**src/rtl/rpn_pkg.sv**
```systemverilog
// Shared constants, error codes and FSM states for the RPN execution unit.
package rpn_pkg;

    localparam int DW = 8;

    localparam logic [2:0] OP_ADD  = 3'd0;
    localparam logic [2:0] OP_SUB  = 3'd1;
    localparam logic [2:0] OP_MUL  = 3'd2;
    localparam logic [2:0] OP_AND  = 3'd3;
    localparam logic [2:0] OP_OR   = 3'd4;
    localparam logic [2:0] OP_XOR  = 3'd5;
    localparam logic [2:0] OP_NEG  = 3'd6;
    localparam logic [2:0] OP_PEEK = 3'd7;

    localparam logic [1:0] ERR_NONE  = 2'd0;
    localparam logic [1:0] ERR_UNDER = 2'd1;
    localparam logic [1:0] ERR_OVER  = 2'd2;

    typedef enum logic [3:0] {
        S_IDLE,
        S_PUSH_NUM,
        S_POP_B,
        S_SETTLE,
        S_POP_A,
        S_EXEC,
        S_PUSH_RES,
        S_RESTORE,
        S_ERROR
    } state_t;

endpackage

```
**src/rtl/rpn_alu.sv**
```systemverilog
// Purely combinational 8-bit operator datapath; b is the top-of-stack operand.
module rpn_alu
    import rpn_pkg::*;
(
    input  logic [2:0]    op,
    input  logic [DW-1:0] a,
    input  logic [DW-1:0] b,
    output logic [DW-1:0] res
);

    logic [2*DW-1:0] prod;

    assign prod = a * b;

    always_comb begin
        res = a;
        case (op)
            OP_ADD:  res = a + b;
            OP_SUB:  res = a - b;
            OP_MUL:  res = prod[DW-1:0];
            OP_AND:  res = a & b;
            OP_OR:   res = a | b;
            OP_XOR:  res = a ^ b;
            OP_NEG:  res = '0 - a;
            default: res = a;
        endcase
    end

endmodule

```
**src/rtl/rpn_exec.sv**
```systemverilog
// Token-driven RPN executor and sole client of the operand stack.
// Pushes hold until acked or ACK_TIMEOUT expires; tokens are taken only in IDLE/ERROR.
module rpn_exec
    import rpn_pkg::*;
#(
    parameter int ACK_TIMEOUT = 8
) (
    input  logic          clk,
    input  logic          reset,
    input  logic          clr,
    input  logic          tok_valid,
    input  logic          tok_is_op,
    input  logic [DW-1:0] tok_dat,
    output logic          tok_ready,
    output logic          push,
    output logic [DW-1:0] push_dat,
    input  logic          push_ack,
    input  logic          pop,
    input  logic [DW-1:0] pop_dat,
    output logic          pop_ack,
    output logic          res_valid,
    output logic [DW-1:0] res_dat,
    output logic          err,
    output logic [1:0]    err_code
);

    localparam int CW = $clog2(ACK_TIMEOUT + 1);

    state_t        state, state_nx;
    logic [DW-1:0] a_q, b_q, num_q, result_q, res_q, res_nx, alu_res;
    logic [2:0]    op_q;
    logic [CW-1:0] cnt;
    logic [1:0]    err_code_q, err_code_nx;
    logic          ack_expired;

    rpn_alu u_alu (
        .op  (op_q),
        .a   (a_q),
        .b   (b_q),
        .res (alu_res)
    );

    // Only meaningful while a push is pending without ack.
    assign ack_expired = (cnt == CW'(ACK_TIMEOUT - 1));

    always_comb begin
        state_nx    = state;
        tok_ready   = 1'b0;
        push        = 1'b0;
        push_dat    = '0;
        pop_ack     = 1'b0;
        res_valid   = 1'b0;
        res_nx      = res_q;
        err_code_nx = err_code_q;
        case (state)
            S_IDLE: begin
                tok_ready = 1'b1;
                if (tok_valid) begin
                    if (!tok_is_op) begin
                        state_nx = S_PUSH_NUM;
                    end else if (tok_dat[2:0] == OP_NEG) begin
                        state_nx = S_POP_A;
                    end else if (tok_dat[2:0] == OP_PEEK) begin
                        if (pop) begin
                            res_valid = 1'b1;
                            res_nx    = pop_dat;
                        end else begin
                            state_nx    = S_ERROR;
                            err_code_nx = ERR_UNDER;
                        end
                    end else begin
                        state_nx = S_POP_B;
                    end
                end
            end
            S_PUSH_NUM: begin
                push     = 1'b1;
                push_dat = num_q;
                if (push_ack) begin
                    state_nx = S_IDLE;
                end else if (ack_expired) begin
                    state_nx    = S_ERROR;
                    err_code_nx = ERR_OVER;
                end
            end
            S_POP_B: begin
                if (pop) begin
                    pop_ack  = 1'b1;
                    state_nx = S_SETTLE;
                end else begin
                    state_nx    = S_ERROR;
                    err_code_nx = ERR_UNDER;
                end
            end
            S_SETTLE: state_nx = S_POP_A;
            S_POP_A: begin
                if (pop) begin
                    pop_ack  = 1'b1;
                    state_nx = S_EXEC;
                end else if (op_q == OP_NEG) begin
                    state_nx    = S_ERROR;
                    err_code_nx = ERR_UNDER;
                end else begin
                    state_nx = S_RESTORE;
                end
            end
            S_EXEC: state_nx = S_PUSH_RES;
            S_PUSH_RES: begin
                push     = 1'b1;
                push_dat = result_q;
                if (push_ack) begin
                    res_valid = 1'b1;
                    res_nx    = result_q;
                    state_nx  = S_IDLE;
                end else if (ack_expired) begin
                    state_nx    = S_ERROR;
                    err_code_nx = ERR_OVER;
                end
            end
            // Put b back so a failed binary op leaves the stack as it was.
            S_RESTORE: begin
                push     = 1'b1;
                push_dat = b_q;
                if (push_ack) begin
                    state_nx    = S_ERROR;
                    err_code_nx = ERR_UNDER;
                end else if (ack_expired) begin
                    state_nx    = S_ERROR;
                    err_code_nx = ERR_OVER;
                end
            end
            S_ERROR: begin
                tok_ready = 1'b1;
                if (clr) begin
                    state_nx    = S_IDLE;
                    err_code_nx = ERR_NONE;
                end
            end
            default: state_nx = S_IDLE;
        endcase
    end

    assign res_dat  = res_nx;
    assign err      = (state == S_ERROR);
    assign err_code = err_code_q;

    always_ff @(posedge clk) begin
        if (reset) begin
            state      <= S_IDLE;
            a_q        <= '0;
            b_q        <= '0;
            num_q      <= '0;
            result_q   <= '0;
            res_q      <= '0;
            op_q       <= '0;
            cnt        <= '0;
            err_code_q <= ERR_NONE;
        end else begin
            state      <= state_nx;
            res_q      <= res_nx;
            err_code_q <= err_code_nx;
            if (state == S_IDLE && tok_valid) begin
                op_q <= tok_dat[2:0];
                if (!tok_is_op) num_q <= tok_dat;
            end
            if (pop_ack && state == S_POP_B) b_q <= pop_dat;
            if (pop_ack && state == S_POP_A) a_q <= pop_dat;
            if (state == S_EXEC) result_q <= alu_res;
            cnt <= (push && !push_ack) ? cnt + 1'b1 : '0;
        end
    end

endmodule

```
**config.mk**
```make
export PLATFORM = sky130hd
export DESIGN_NAME = rpn_exec
export DESIGN_NICKNAME = d
export VERILOG_FILES = /design/src/rtl/rpn_pkg.sv /design/src/rtl/rpn_alu.sv /design/src/rtl/rpn_exec.sv
export SDC_FILE = /design/constraint.sdc
export NUM_CORES = 1
export LEC_CHECK = 0
export CORE_ASPECT_RATIO = 0.75
export CORE_UTILIZATION = 53
export DETAILED_ROUTE_END_ITERATION = 10
export PLACE_DENSITY = 0.89
export SYNTH_ARGS = -nofsm -noshare
export SYNTH_HDL_FRONTEND = slang
export SYNTH_SLANG_ARGS = --single-unit
export TNS_END_PERCENT = 10
```
**constraint.sdc**
```tcl
create_clock -name clk -period 4.35 [get_ports clk]
set_input_delay 0.435 -clock clk [delete_from_list [all_inputs] [get_ports clk]]
set_output_delay 0.435 -clock clk [all_outputs]
set_load 0.01 [all_outputs]
```
; After elaboration in Yosys (flattened, before gate mapping)
; Cells that the tools add are included.
[word_totals]
regBits = 53
output_inout_bits = 23
[classes]
n_addsub = 4
multipliers = 1
n_eq_ne = 26
muxes = 44
bitwise_logic = 5
n_reduce_logical = 16
[ops]
columns = op, n
row1 = 8-bit one-hot mux with 7 select lines, 1
row2 = 4-bit 2-to-1 mux, 12
row3 = 8-bit 2-to-1 mux, 6
row4 = 4-bit one-hot mux with 8 select lines, 1
row5 = 8-bit one-hot mux with 3 select lines, 1
row6 = 2-bit 2-to-1 mux, 11
row7 = 4-bit by 3-bit == test with 1-bit output (second input constant), 5
row8 = 2-bit != test (second input constant), 8
row9 = 8-bit one-hot mux with 2 select lines, 1
row10 = 3-bit == test (second input constant), 5
row11 = 2-bit one-hot mux with 6 select lines, 1
row12 = 1-bit 2-to-1 mux, 9
row13 = 9-bit AND reduction, 1
row14 = 8-bit adder, 1
row15 = 8-bit AND, 1
row16 = 4-bit by 2-bit == test with 1-bit output (second input constant), 2
row17 = 8-bit by 8-bit multiplier with 8-bit output, 1
row18 = 8-bit OR, 1
row19 = 2-bit OR reduction, 4
row20 = 1-bit by 8-bit subtractor with 8-bit output (first input constant), 1
row21 = 8-bit subtractor, 1
row22 = 8-bit bitwise XOR, 1
row23 = 3-bit by 2-bit == test with 1-bit output (second input constant), 2
row24 = 6-bit nonzero test, 1
row25 = 14 further kinds, 18

; Longest topological paths before layout
[depth]
ltp_word = 6
ltp_mapped = 17

; Cells and area by module
; A second synthesis with hierarchy kept.
[unflattened]
hier_cells = 586
hier_area_um2 = 4523.1
[modules_own_cells]
columns = mod, n_inst, cells_per_inst, area_per_inst_um2, seq_area_each_um2
row1 = rpn_exec, 1, 298, 2443.6, 1061.0
row2 = rpn_alu, 1, 288, 2079.5, 0.0

; Worst setup path after synthesis
; No wires, ideal clock.
[synth_path]
path_type = register -> register
start = register b_q[4]
end = register result_q[7]
setup_time_ns = 0.126
arrival_time_ns = 3.925
t_required_ns = 4.224
slack_ns = 0.299
stages_incl_launch_ff = 15
period_less_slack_ns = 4.051
cell_sequence = dfxtp_1 -> clkdlybuf4s15_1 -> inv_1 -> nor2_1 -> fa_1 -> inv_1 -> fa_1 -> fa_1 -> fa_1 -> xor2_1 -> xnor3_1 -> xnor3_1 -> xnor3_1 -> a311oi_1 -> a21oi_1
[synth_via]
elab_chain_len = 2
elab_cells_between_ends = 4
cone_classes = add/sub: 2 / mul: 1 / mux: 1
[synth_lines]
columns = element, line
row1 = start: declaration, rpn_exec.sv:30  ; logic [DW-1:0] a_q, b_q, num_q, result_q, res_q, res_nx, alu_res;
row2 = start signal: assignment, rpn_exec.sv:166  ; if (pop_ack && state == S_POP_B) b_q <= pop_dat;
row3 = "8-bit by 8-bit multiplier with 8-bit output, or another cell as far along", rpn_alu.sv:13  ; assign prod = a * b;
row4 = 8-bit one-hot mux with 7 select lines (*), rpn_alu.sv:17  ; case (op)
row5 = end signal: assignment, rpn_exec.sv:168  ; if (state == S_EXEC) result_q <= alu_res;
row6 = end: declaration, rpn_exec.sv:30
; Every way passes the cells marked *; elsewhere a longest branch is shown, timed or not.
; A chain may end at the register's enable or synchronous reset.

; Final worst setup path
[layout_path]
start = register a_q[3]
end = register result_q[7]
[layout_via]
elab_chain_len = 2
elab_cells_between_ends = 5
cone_classes = add/sub: 3 / mul: 1 / mux: 1
[layout_lines]
columns = element, line
row1 = start: declaration, rpn_exec.sv:30
row2 = start signal: assignment, rpn_exec.sv:167  ; if (pop_ack && state == S_POP_A) a_q <= pop_dat;
row3 = "8-bit by 8-bit multiplier with 8-bit output, or another cell as far along", rpn_alu.sv:13
row4 = 8-bit one-hot mux with 7 select lines (*), rpn_alu.sv:17
; Marked as above.

==> reports/qor.yml <==
status: "completed"
gp_congestion: 0.987
grt_max_degree: 32
routedWlPerCell_um: 19.0
die-area_um2: 8960
drt_iter0_markers: 801
globalRouteTotalUtil_pct: 33.2
antenna_found_initial: 0
root_buffer: "clkbuf_16"
final_nets: 708
via_count: 4617
hold_viol: 0
start_kind: "register"
ys_types: 65
core_um2: 8090
num_io_pins: 46
numClockSinks: 53
postCtsHoldBufs: 0
wl_met1_mm: 5.98
grt_pass1_wl_mm: 22.7
diodes: 0
placementRows: 28
max_clock_freq_ghz: 0.242
power_density_nw_per_um2: 362
path_clk_slew_ns: 0.08
crit_fanout: 7
die_w_um: 109
route.met3.wl_mm: 1.74
ant_nets: 0
drv_slew: 0
irDropWorstVdd_mv: 0.265
worstMarginPinSlew_ns: 0.979
routed_wirelength_mm: 14.0
cts_setup_buffers: 0
finalSetupViolCount: 0
synth_edf_count: 0
routed.top_layer: "met4"
synthTopCellsByArea: "dfxtp_1 23%, ha_1 12%, nand2_1 5.9%"
relSlewSlack_pct: 33.8
vias_per_cell: 6.27
synthTopCellsByCount: "72 x nand2_1, 58 x inv_1, 55 x nor2_1, 53 x dfxtp_1, 48 x a21oi_1"
synth_most_common_cell: "nand2_1"
grt_pass1_vias: 4422
clockBufferDepth: 2
drt-pass1-iter-count: 9
layout_min_cycle_time_ns: 4.12
clock_skew_ns: 0.00560
grt-ovfl-total: 0
synth_top_cell_by_area: "dfxtp_1"
worst_skew_pair.late_latency_ns: 0.29
dp_hpwl_mm: 10.6
n_fill_cell: 649
power_mw: 1.94
drive_above_1_share_pct: 7.77
synthesis.nets: 663
ys_warn_count: 0
end_kind: "register"
whs_path_depth: 1
synthArstFlopShare_pct: 0
drc_errors: 0
r2r_cells: 14
rsz0062_at_grt: "no"
synth_area_per_cell_um2: 7.77
cts_resized: 0
leakagePower_nw: 2.33
synthCells: 585
numCtsBuffers: 5
synth_ff_type: "dfxtp_1"
final.setup.tns_ns: 0
synth_top_cell_area_share_pct: 23.3
drv_cap: 0
seq_area_frac_synth_pct: 23.3
cts_tree: "done"
critPathKind: "register to register"
portBuffers: 45
required_ns: 4.53
arrival_ns: 4.31
die_h_um: 82.2
synth.ff_latch_count: 53
syn_area_um2: 4550
htreeDepth: 2
synthToLayoutAreaGrowth_pct: 17.7
min_path_type: "register to register"
met2_length_mm: 5.91
initial_utilization_pct: 56.2
min_period_over_period_pct: 94.8
[stage by stage]
stage / utilization, % / worst slack, ns / instance area [um^2] / hold slack [ns] / std cells
after floorplan: - / 0.299 / 4550 / 0.418 / 585
after global placement: 63.9 / 0.299 / 5170 / 0.428 / 728
after detailed placement: 63.9 / 0.147 / 5170 / 0.442 / 728
after CTS: 66.0 / 0.116 / 5350 / 0.459 / 736
after global routing: 66.2 / 0.0471 / 5350 / 0.483 / 736
final: 66.2 / 0.226 / 5350 / 0.460 / 736
[path summary, 6_finish.rpt]
check	from	end	slack, ns
min reg2reg	cnt[0]$_SDFF_PP0_	cnt[0]$_SDFF_PP0_	0.46
max	a_q[3]$_SDFFE_PP0P_	result_q[7]$_SDFFE_PP0P_	0.23
max reg2reg	a_q[3]$_SDFFE_PP0P_	result_q[7]$_SDFFE_PP0P_	0.23
min	cnt[0]$_SDFF_PP0_	cnt[0]$_SDFF_PP0_	0.46
[layout by cell type, fill, tap and decap left out, drive strengths merged, types with 7 or more instances in the layout]
cell / n
a21o: 12
a21oi: 48
a222oi: 8
a22o: 9
a31oi: 7
buf: 24
clkdlybuf4s50: 45
dfxtp: 53
fa: 13
ha: 42
inv: 60
mux2i: 11
nand2: 72
nand3: 12
nor2: 56
nor2b: 14
nor3: 19
o21ai: 18
xnor2: 22
[flip-flops by register name, indices dropped and copies added, names as in the netlist]
signal and count:
res_q 8, op_q 3, err_code 2, num_q 8
result_q 8, cnt 4, state 4, b_q 8
a_q 8
[kinds of logic (layout without fill, tap and decap cells)]
| family | after synthesis | in the layout | synth area share [%] |
|---|---|---|---|
| AND/OR/NAND/NOR | 205 | 205 | 21.7 |
| AO/OA/AOI/OAI | 139 | 139 | 20.4 |
| buffers and inverters | 92 | 138 | 8.06 |
| adder cells (fa/ha/maj) | 55 | 55 | 17.3 |
| flip-flops | 53 | 53 | 23.3 |
| XOR/XNOR | 29 | 29 | 6.49 |
| multiplexers | 12 | 12 | 2.67 |
[report_power, final]
part	total (mW)	internal (mW)	switching, mW
clock network	0.473	0.276	0.197
logic	0.905	0.375	0.530
registers	0.559	0.524	0.0350
[final cells by class]
cell class,instances,area (um^2),share of cell area (%)
Multi-Input combinational cell,440,3130,58.4
Sequential cell,53,1060,19.9
Timing Repair Buffer,69,631,11.8
Inverter,61,229,4.28
Tap cell,105,131,2.45
Clock buffer,5,125,2.34
Clock inverter,3,47.5,0.888
[worst max-delay path, cell delays in order (launching register included)]
cell	delay, ns
dfxtp_2	0.40
ha_1	0.19
inv_1	0.06
fa_1	0.50
inv_1	0.04
ha_1	0.27
inv_1	0.05
fa_1	0.50
fa_1	0.45
xor2_1	0.21
xnor3_1	0.36
xnor3_1	0.39
xnor3_1	0.23
a311oi_1	0.28
a21oi_1	0.09
[per-layer routing]
metal | vias to the layer above | GRT usage [%]
met5 | - | 0
met4 | 0 | 10.5
met3 | 43 | 7.06
met2 | 336 | 51.1
met1 | 2134 | 46.5
li1 | 2104 | -
No activity file was read; power rests on OpenSTA's default activity.
